### src/rtl/mfsk_pkg.sv
// Shared definitions for the M-ary FSK modulator.
//   state_t      : FSM encoding (IDLE, RUN)
//   MODE_EXP/LIN : tone law selectors carried on the mode input
//   half_period  : half-period in clk cycles for a given law and symbol
package mfsk_pkg;

    typedef enum logic {
        IDLE = 1'b0,
        RUN  = 1'b1
    } state_t;

    localparam logic MODE_EXP = 1'b0;
    localparam logic MODE_LIN = 1'b1;

    // Computed at full 32-bit width so the caller can detect a result that
    // does not fit its half-period counter.
    function automatic int unsigned half_period(input logic        mode,
                                                input int unsigned sym,
                                                input int unsigned base_half);
        if (mode == MODE_LIN) begin
            return base_half * (sym + 1);
        end
        return base_half << sym;
    endfunction

endpackage

### src/rtl/mfsk_tone_gen.sv
// Half-period counter and square-wave output stage.
//   clk, reset  : clock, asynchronous active-low reset
//   en          : advance the counter (high while a symbol is on air)
//   load        : a new symbol starts on this edge; counter restarts at 0
//   force_zero  : drive tone low and clear the counter (end of transmission)
//   half        : half-period of the symbol currently on air
//   tone        : modulated square wave
module mfsk_tone_gen
    import mfsk_pkg::*;
#(
    parameter int unsigned DIV_W = 8
) (
    input  logic             clk,
    input  logic             reset,
    input  logic             en,
    input  logic             load,
    input  logic             force_zero,
    input  logic [DIV_W-1:0] half,
    output logic             tone
);

    logic [DIV_W-1:0] r_hcnt;
    logic             r_tone;
    logic             w_wrap;

    // Wrap is judged against the half of the outgoing symbol, so a toggle
    // due on a boundary edge still happens: this keeps the phase continuous.
    assign w_wrap = (r_hcnt == half - DIV_W'(1));

    always_ff @(posedge clk or negedge reset) begin
        if (!reset) begin
            r_hcnt <= '0;
            r_tone <= 1'b0;
        end else if (force_zero) begin
            r_hcnt <= '0;
            r_tone <= 1'b0;
        end else if (en) begin
            if (w_wrap) begin
                r_tone <= ~r_tone;
            end
            r_hcnt <= (load || w_wrap) ? '0 : r_hcnt + DIV_W'(1);
        end else if (load) begin
            r_hcnt <= '0;
        end
    end

    assign tone = r_tone;

endmodule

### src/rtl/mfsk_modulator.sv
// M-ary FSK modulator: accepts SYM_BITS-wide symbols on a valid/ready
// handshake and transmits each for SYM_CYCLES clocks as a square wave whose
// half-period depends on the symbol and the selected tone law.
//   clk, reset : clock, asynchronous active-low reset
//   mode       : tone law sampled at acceptance (0 exponential, 1 linear)
//   sym_data   : symbol to transmit, sampled at acceptance
//   sym_valid  : symbol offered
//   sym_ready  : symbol taken when sym_valid & sym_ready at a rising edge
//   out        : modulated tone
//   active     : a symbol is on air
//   cur_sym    : symbol on air, 0 when idle
//   underrun   : one-cycle pulse when a symbol ends with no successor
module mfsk_modulator
    import mfsk_pkg::*;
#(
    parameter int unsigned SYM_BITS   = 2,
    parameter int unsigned DIV_W      = 8,
    parameter int unsigned BASE_HALF  = 1,
    parameter int unsigned SYM_CYCLES = 16,
    parameter int unsigned SCNT_W     = 5
) (
    input  logic                clk,
    input  logic                reset,
    input  logic                mode,
    input  logic [SYM_BITS-1:0] sym_data,
    input  logic                sym_valid,
    output logic                sym_ready,
    output logic                out,
    output logic                active,
    output logic [SYM_BITS-1:0] cur_sym,
    output logic                underrun
);

    localparam logic [SCNT_W-1:0] SCNT_LAST = SCNT_W'(SYM_CYCLES - 1);

    state_t              r_state;
    state_t              w_state_next;
    logic [SCNT_W-1:0]   r_scnt;
    logic [SCNT_W-1:0]   w_scnt_next;
    logic [SYM_BITS-1:0] r_cur_sym;
    logic [SYM_BITS-1:0] w_cur_sym_next;
    logic [DIV_W-1:0]    r_half;
    logic [DIV_W-1:0]    w_half_next;
    logic                r_underrun;
    logic                w_underrun_next;
    logic                w_force_zero;
    logic                w_boundary;
    logic                w_accept;
    int unsigned         w_half_full;
    logic [DIV_W-1:0]    w_half_sel;
    logic                w_tone;

    assign w_half_full = half_period(mode, 32'(sym_data), BASE_HALF);
    assign w_half_sel  = w_half_full[DIV_W-1:0];
    assign w_accept    = sym_valid & sym_ready;

    always_comb begin
        w_state_next    = r_state;
        w_scnt_next     = r_scnt;
        w_cur_sym_next  = r_cur_sym;
        w_half_next     = r_half;
        w_underrun_next = 1'b0;
        w_force_zero    = 1'b0;
        w_boundary      = 1'b0;
        sym_ready       = 1'b0;
        case (r_state)
            IDLE: begin
                sym_ready = 1'b1;
                if (sym_valid) begin
                    w_state_next   = RUN;
                    w_cur_sym_next = sym_data;
                    w_half_next    = w_half_sel;
                    w_scnt_next    = '0;
                end
            end
            RUN: begin
                w_boundary = (r_scnt == SCNT_LAST);
                sym_ready  = w_boundary;
                if (w_boundary) begin
                    w_scnt_next = '0;
                    if (sym_valid) begin
                        w_cur_sym_next = sym_data;
                        w_half_next    = w_half_sel;
                    end else begin
                        w_state_next    = IDLE;
                        w_cur_sym_next  = '0;
                        w_underrun_next = 1'b1;
                        w_force_zero    = 1'b1;
                    end
                end else begin
                    w_scnt_next = r_scnt + SCNT_W'(1);
                end
            end
            default: w_state_next = IDLE;
        endcase
    end

    always_ff @(posedge clk or negedge reset) begin
        if (!reset) begin
            r_state    <= IDLE;
            r_scnt     <= '0;
            r_cur_sym  <= '0;
            r_half     <= '0;
            r_underrun <= 1'b0;
        end else begin
            r_state    <= w_state_next;
            r_scnt     <= w_scnt_next;
            r_cur_sym  <= w_cur_sym_next;
            r_half     <= w_half_next;
            r_underrun <= w_underrun_next;
        end
    end

    // A half-period of zero or one that does not fit DIV_W bits is a
    // parameter/mode combination this instance cannot produce.
    always @(posedge clk) begin
        if (reset && w_accept) begin
            assert (w_half_full != 0 && w_half_full <= ((64'd1 << DIV_W) - 64'd1));
        end
    end

    mfsk_tone_gen #(
        .DIV_W(DIV_W)
    ) u_tone (
        .clk       (clk),
        .reset     (reset),
        .en        (r_state == RUN),
        .load      (w_accept),
        .force_zero(w_force_zero),
        .half      (r_half),
        .tone      (w_tone)
    );

    assign out      = w_tone;
    assign active   = (r_state == RUN);
    assign cur_sym  = r_cur_sym;
    assign underrun = r_underrun;

endmodule

### config.mk
export PLATFORM = sky130hd
export DESIGN_NAME = mfsk_modulator
export DESIGN_NICKNAME = d
export VERILOG_FILES = /design/src/rtl/mfsk_pkg.sv /design/src/rtl/mfsk_tone_gen.sv /design/src/rtl/mfsk_modulator.sv
export SDC_FILE = /design/constraint.sdc
export NUM_CORES = 1
export LEC_CHECK = 0
export BUFFER_PORTS_ARGS = -buffer_cell sky130_fd_sc_hd__buf_2
export CORE_MARGIN = 3
export CORE_UTILIZATION = 45
export CTS_BUF_LIST = sky130_fd_sc_hd__clkbuf_2 sky130_fd_sc_hd__clkbuf_4 sky130_fd_sc_hd__clkbuf_8
export DETAILED_ROUTE_END_ITERATION = 8
export SLEW_MARGIN = 20
export SYNTH_ARGS = -nofsm -noshare
export SYNTH_HDL_FRONTEND = slang
export SYNTH_SLANG_ARGS = --single-unit
### constraint.sdc
create_clock -name clk -period 2.37 [get_ports clk]
set_input_delay 0.1185 -clock clk [delete_from_list [all_inputs] [get_ports clk]]
set_output_delay 0.1185 -clock clk [all_outputs]
set_load 0.01 [all_outputs]
==> impl_metrics.toml, run 1 <==
[route]
drc = 0
antenna_left = 0
dr.pass1.iters = 4
vias_per_cell = 5.54
wire_per_inst_um = 14.3
drt_wl_total_um = 2360
vias = 914
first_iter_violations = 23

[clock_network]
path_clk_slew_ns = 0.14
cts_root_buffer = "clkbuf_4"
numCtsBuffers = 3
cts-resized-gates = 0
cts_max_level = 1
clockBufferDepth = 2
cts_tree = "yes"
clk-insertion-delay-late_ns = 0.32
cts.sinks = 22

[worst_hold_path]
holdCritPathClass = "in -> reg"

[grt]
grt_max_degree = 23
antenna_found_initial = 0
grt_pass1_vias = 903
grt-ovfl-total = 0
grt_pass1_wl_um = 4330
track_usage = 0.168

[final_layout]
design_area_mm2 = 0.00139
final_nets = 150
drive_gt1_frac = 0.148
synthToLayoutAreaGrowth_pct = 11.3
diodes = 0
layout_common_cells = "dfrtp_1, nand2_1, buf_2, o21ai_1, ha_1"
layout_commonest_cell = "dfrtp_1"

[placed_design]
dp_hpwl_um = 1700
finalWeightedCongestion = 0.746
dpl_cell_area_mm2 = 0.00133
port_buffers = 11

[floorplan]
dieArea_mm2 = 0.00345
ios = 12
start_util = 0.487
fp.dieH_um = 58.7
die_w_um = 58.7
rows = 18
coreArea_mm2 = 0.00257

[pwr]
p_int_w = 0.00107
pwr-share-comb = 0.426
clkPwrFrac = 0.169
peakVddDrop_mv = 0.804
swShare = 0.385
seq_power_share = 0.404
pwr_density_cell_mw_per_mm2 = 1250
power.net_switching_w = 0.000668
leakage_nw = 0.640

[worst_setup_path]
cp.arrival_ns = 2.32
crit_slowest_cell = "dfrtp_1"
critPathMaxFanout = 8
worstSetupPathType = "reg -> reg"
critical-path-max-stage-delay_ns = 0.45
crit_chain = "inv_1 > ha_1 > xnor2_1 > nor4_2 > o311a_4 > nor2_4 > a221o_1"
end_kind = "flip-flop"
cp-start-kind = "flip-flop"
cp_data_required_time_ns = 2.59
path_delay_family = "compound AO/OA/AOI/OAI gates"
critical_path_buf_inv_count = 1

[sta]
tns_ns = 0
slew_headroom = 0.665
slew_viol_final = 0
fmax_mhz = 478
finalCriticalPeriod_ns = 2.09
rsz0062_at_grt = "false"
worst_slew_pin_slew_ns = 0.503
finalSetupViolCount = 0
fin_crit_sh = 0.883
hold_ws_ns = 0.129
finalClockSkew_ns = 0.0148
finalHoldViolations = 0

[outcome]
outcome = "finished, final reports clean"

[yosys]
ys_seq_area_frac = 0.440
yosysTopAreaCellShare = 0.440
synth_cell_types = 32
synth_area_leaders = "dfrtp_1, ha_1, a22o_1"
synth.net_count = 137
synth.avg_cell_area_um2 = 10.2
ys_ff_latch = 22
ys_warn_count = 0
yosys.area.top_type = "dfrtp_1"
syn_area_mm2 = 0.00125
synthCells = 123

[flow_run]
maxCapViolations = 0
[final cells by class]
| class | count | area [um2] |
|---|---|---|
| clock buffer | 3 | 22.5 |
| clock inverter | 1 | 30.0 |
| fill | 250 | 1180 |
| inverter | 5 | 18.8 |
| multi-input combinational | 91 | 659 |
| sequential | 22 | 551 |
| tap | 30 | 37.5 |
| timing repair buffer | 13 | 72.6 |
[cell families (layout without fill, tap and decap cells)]
kind of cell	Yosys count	count (layout)	synth area share
compound gates	26	26	0.166
buf+inv	10	22	0.0320
fa+ha+maj	8	8	0.0801
xor+xnor	10	10	0.0701
simple gates	44	44	0.187
flops	22	22	0.440
mux	3	3	0.0240
[flip-flops by register name (all words and copies together) (netlist names)]
signal and count:
u_tone.r_hcnt 8, r_scnt 5, r_half 4, cur_sym 2, active 1, u_tone.tone 1
underrun 1
[worst paths after layout]
path / startpoint / to / slack [ns] / cells after the start
min in group asynchronous: reset / u_tone.r_hcnt[4]$_DFFE_PN0P_ / 0.28 / 2
worst min-delay path: sym_data[1] / cur_sym[1]$_DFFE_PN0P_ / 0.13 / 3
worst max register to register: r_half[0]$_DFFE_PN0P_ / u_tone.r_hcnt[5]$_DFFE_PN0P_ / 0.28 / 7
worst min register to register: cur_sym[0]$_DFFE_PN0P_ / cur_sym[0]$_DFFE_PN0P_ / 0.50 / 2
max in group asynchronous: reset / u_tone.r_hcnt[1]$_DFFE_PN0P_ / 1.74 / 2
worst max-delay path: r_half[0]$_DFFE_PN0P_ / u_tone.r_hcnt[5]$_DFFE_PN0P_ / 0.28 / 7
[what timing repair did]
| item | 4_1_cts | 5_1_grt |
|---|---|---|
| hold endpoints to repair | 22 | 0 |
| buffers inserted | 0 | 0 |
| hold buffers | 1 | 0 |
[power groups by stage]
| stage | clock, W | combinational (W) | sequential (W) |
|---|---|---|---|
| 6_report | 0.000294 | 0.000740 | 0.000701 |
| 5_1_grt | 0.000311 | 0.000850 | 0.000734 |
| 4_1_cts | 0.000301 | 0.000750 | 0.000703 |
| 3_5_place_dp | 0 | 0.000746 | 0.000711 |
| 3_3_place_gp | 0 | 0.000718 | 0.000704 |
| 2_1_floorplan | 0 | 0.000627 | 0.000656 |
[routing by layer]
metal | vias up | share of wire | track usage
met2 | 15 | 0.44 | 0.258
met5 | - | 0 | 0
met4 | 0 | 0.026 | 0.0874
met3 | 4 | 0.031 | 0.0197
li1 | 468 | - | -
met1 | 427 | 0.50 | 0.232
[worst reg2reg max path: stages (launching register included)]
cell	delay, ns
dfrtp_1	0.45
inv_1	0.07
ha_1	0.30
xnor2_1	0.14
nor4_2	0.34
o311a_4	0.33
nor2_4	0.07
a221o_1	0.30
[cell usage after synthesis]
| cell type | number |
|---|---|
| nor2b_1 | 2 |
| nand3b_1 | 1 |
| dfrtp_1 | 22 |
| and2_1 | 3 |
| a22o_1 | 7 |
| nand3_1 | 4 |
| xnor2_1 | 4 |
| ha_1 | 8 |
| nand4_1 | 1 |
| xor2_1 | 6 |
| nor3b_1 | 1 |
| nand2_1 | 14 |
| o21ai_1 | 10 |
| or2_1 | 1 |
| a221o_1 | 3 |
| o21ai_4 | 1 |
| nor3_1 | 4 |
| a211oi_1 | 1 |
| nor4_1 | 4 |
| nand2b_1 | 1 |
| inv_1 | 5 |
| o311a_4 | 1 |
| o31ai_1 | 1 |
| buf_2 | 2 |
| nor2_4 | 1 |
| clkbuf_1 | 3 |
| nor2_1 | 5 |
| nor4_2 | 1 |
| a21oi_1 | 1 |
| mux2i_1 | 3 |
| nand4b_1 | 1 |
| o32ai_1 | 1 |
[per-stage QoR]
step	setup slack (ns)	util	total power, W	std cells
finish	0.276	0.542	0.00174	165
CTS	0.241	0.542	0.00175	165
floorplan	0.483	-	0.00128	123
global route	0.156	0.542	0.00190	165
global placement	0.408	0.518	0.00142	160
detailed placement	0.259	0.518	0.00146	160
Power figures use the tool's default switching activity.
==> inputs of run 2 (changes only) <==
Settings changed: SYNTH_HIERARCHICAL set to 1.
==> run 2 against run 1 <==
The run now ends with negative setup slack left. Critical endpoint is now u_tone/tone$_DFFE_PN0P_. Maximum frequency down 15%. Synthesized cell count up 15%. Sequential share of layout area down 8.5 points. Setup slack worse by 0.36 ns. Largest cell class unchanged. Routed wire length up 24%. Power up 10%.
==> impl_metrics.toml, run 2 <==
[worst_setup_path]
cp_data_required_time_ns = 2.62
reg2reg_to = "u_tone/tone$_DFFE_PN0P_"
critPathMaxFanout = 4
critical-path-max-stage-delay_ns = 0.44
r2r_slack_ns = -0.08
cp.arrival_ns = 2.70
timing.rr.start = "r_half[1]$_DFFE_PN0P_"
worstSetupPathType = "reg -> reg"
crit_chain = "inv_1 > ha_2 > or3b_4 > or4_4 > a2111oi_4 > o211ai_4 > or3_1 > a21oi_1"
crit_slowest_cell = "or4_4"
end_kind = "flip-flop"
reg2reg_depth = 8
cp-start-kind = "flip-flop"

[final_layout]
seqCellArea_um2 = 551
largest_register_ffs = 8
drive_gt1_frac = 0.286
diodes = 0
top_register = "u_tone/r_hcnt"
reg_top3 = "u_tone/r_hcnt (8), r_scnt (5), r_half (4)"
multi_input_area_um2 = 938
synthToLayoutAreaGrowth_pct = 23.8
final_nets = 196
nFillCells = 249
layout_commonest_cell = "dfrtp_1"
design_area_mm2 = 0.00177
fin_util = 0.612
layout_common_cells = "dfrtp_1, conb_1, nand2_1, buf_2, buf_4"
finalNonFillerCells = 224

[sta]
finalCriticalPeriod_ns = 2.45
rsz0062_at_grt = "true"
slew_headroom = 0.484
fmax_mhz = 408
worst_slew_pin_slew_ns = 0.769
finalHoldViolations = 0
finalClockSkew_ns = 0.00345
finalSetupViolCount = 7
slew_viol_final = 0
tns_ns = -0.358
setup_ws_ns = -0.0796
fin_crit_sh = 1.03

[yosys]
yosysTopAreaCellShare = 0.384
ys_ff_latch = 22
ys_seq_area_frac = 0.384
synth_area_leaders = "dfrtp_1, ha_1, xnor2_1"
synth_top_cells_by_count = "dfrtp_1, nand2_1, inv_1"
yosys.area.top_type = "dfrtp_1"
synthCells = 141
synth_most_common_cell = "dfrtp_1"
synth_edf_count = 0
ys_warn_count = 6
syn_area_mm2 = 0.00143
async_flop_share = 1.00
synth.avg_cell_area_um2 = 10.2
synth_ff_type = "dfrtp_1"
synth_cell_types = 46

[clock_network]
cts_setup_buffers = 0
path_clk_slew_ns = 0.13
cts.sinks = 22
clk-insertion-delay-late_ns = 0.31
cts_tree = "yes"
cts_max_level = 1
clockBufferDepth = 2
numCtsBuffers = 3
cts_root_buffer = "clkbuf_4"

[outcome]
violations = "negative setup slack"
outcome = "complete, but fails checks"

[placed_design]
dp_slack_ns = -0.222
dp_cells = 219
finalWeightedCongestion = 0.743
dp_hpwl_um = 2180
dpl_cell_area_mm2 = 0.00168
port_buffers = 11

[worst_hold_path]
hp-start = "sym_valid"
whs_path_depth = 2
holdCritPathClass = "in -> reg"
hold_end = "active$_DFF_PN0_"

[floorplan]
ios = 12
rows = 19
fp.dieH_um = 62.4
coreArea_mm2 = 0.00290
dieArea_mm2 = 0.00390
die_w_um = 62.4
start_util = 0.494

[pwr]
swShare = 0.403
peakVddDrop_mv = 0.717
pwr-share-comb = 0.534
leakage_nw = 0.802
seq_power_share = 0.353
power.net_switching_w = 0.000770
clkPwrFrac = 0.114
pwr_density_cell_mw_per_mm2 = 1080
p_int_w = 0.00114

[grt]
grt-ovfl-total = 0
grt_max_degree = 23
grt_pass1_wl_um = 5130
grt_pass1_vias = 1152
track_usage = 0.160
antenna_found_initial = 0

[route]
vias = 1158
wire_per_inst_um = 13.0
first_iter_violations = 48
dr.pass1.iters = 4
vias_per_cell = 5.17
drt_wl_total_um = 2920
drc = 0
antenna_left = 0

[flow_run]
maxCapViolations = 0
run 2: cell count changes after synthesis, sizes merged, moves of 3 or more:
| cell | delta |
|---|---|
| a31oi | +4 |
| o22ai | +3 |
| xnor2 | +4 |
| xor2 | -4 |
| inv | +5 |
| mux2 | +6 |
| a32o | +5 |
| nand3 | +4 |
| a22o | -7 |
| o21ai | -4 |
| a221o | -3 |
| nor4 | -4 |
run 2: cells by family (layout without fill, tap and decap cells):
kind of cell / Yosys count / after routing / synth area share
AND/OR/NAND/NOR: 53 / 53 / 0.221
AO/OA/AOI/OAI: 29 / 29 / 0.173
flip-flops: 22 / 22 / 0.384
buffers and inverters: 12 / 38 / 0.0323
XOR/XNOR: 10 / 10 / 0.0611
adder cells (fa/ha/maj): 7 / 7 / 0.0611
multiplexers: 7 / 7 / 0.0646
other: 1 / 16 / 0.00262
run 2: critical path: cells and delay by family, from the launching register on:
kind	cells	cell delay [ns]
and+or+nand+nor	3	1.15
AOI/OAI and AO/OA	3	0.63
DFF	1	0.40
adders and majority gates	1	0.16
buffers and inverters	1	0.06
run 2: layout make-up:
class	count	area share
multi-input combinational	122	0.529
sequential	22	0.310
timing repair buffer	24	0.0896
tap	42	0.0296
inverter	10	0.0212
clock buffer	4	0.0205
run 2: per-stage QoR:
| step | power (W) | hold slack (ns) |
|---|---|---|
| after floorplan | 0.00135 | -0.177 |
| after global placement | 0.00161 | 0.117 |
| after CTS | 0.00187 | 0.0616 |
| after detailed placement | 0.00165 | 0.120 |
| final | 0.00191 | 0.0637 |
| after global routing | 0.00207 | 0.0485 |
run 2: worst max-delay path by stage:
stage	startpoint	endpoint	slack, ns	cells past startpoint
finish	r_half[1]$_DFFE_PN0P_	u_tone/tone$_DFFE_PN0P_	-0.08	8
global route	r_half[0]$_DFFE_PN0P_	u_tone/r_hcnt[6]$_DFFE_PN0P_	-0.17	9
CTS	r_half[1]$_DFFE_PN0P_	u_tone/tone$_DFFE_PN0P_	-0.14	8
detailed placement	r_half[0]$_DFFE_PN0P_	u_tone/tone$_DFFE_PN0P_	-0.22	8
global placement	r_half[1]$_DFFE_PN0P_	u_tone/tone$_DFFE_PN0P_	-0.16	8
floorplan	r_half[0]$_DFFE_PN0P_	u_tone/r_hcnt[5]$_DFFE_PN0P_	0.15	8
run 2: power groups by stage:
| stage | sequential (W) | clock, W | combinational [W] |
|---|---|---|---|
| after floorplan | 0.000666 | 0 | 0.000684 |
| after global placement | 0.000673 | 0 | 0.000932 |
| after detailed placement | 0.000678 | 0 | 0.000975 |
| after CTS | 0.000669 | 0.000221 | 0.000981 |
| after global routing | 0.000695 | 0.000241 | 0.00113 |
| final | 0.000674 | 0.000217 | 0.00102 |
run 2: routing by layer:
metal / GRT usage / routed length, um / vias to the layer above
met1: 0.188 / 1240 / 550
met2: 0.288 / 1550 / 21
li1: - / - / 581
met4: 0.0523 / 38 / 0
met5: 0 / 0 / -
met3: 0.0342 / 94 / 6
run 2: timing repair:
item                                    in CTS  in global routing
hold endpoints to repair                    22                  0
hold buffers                                 1                  0
endpoints found under the setup margin       9                  9
pin swaps                                    7                  4
resized for setup                            1                  6
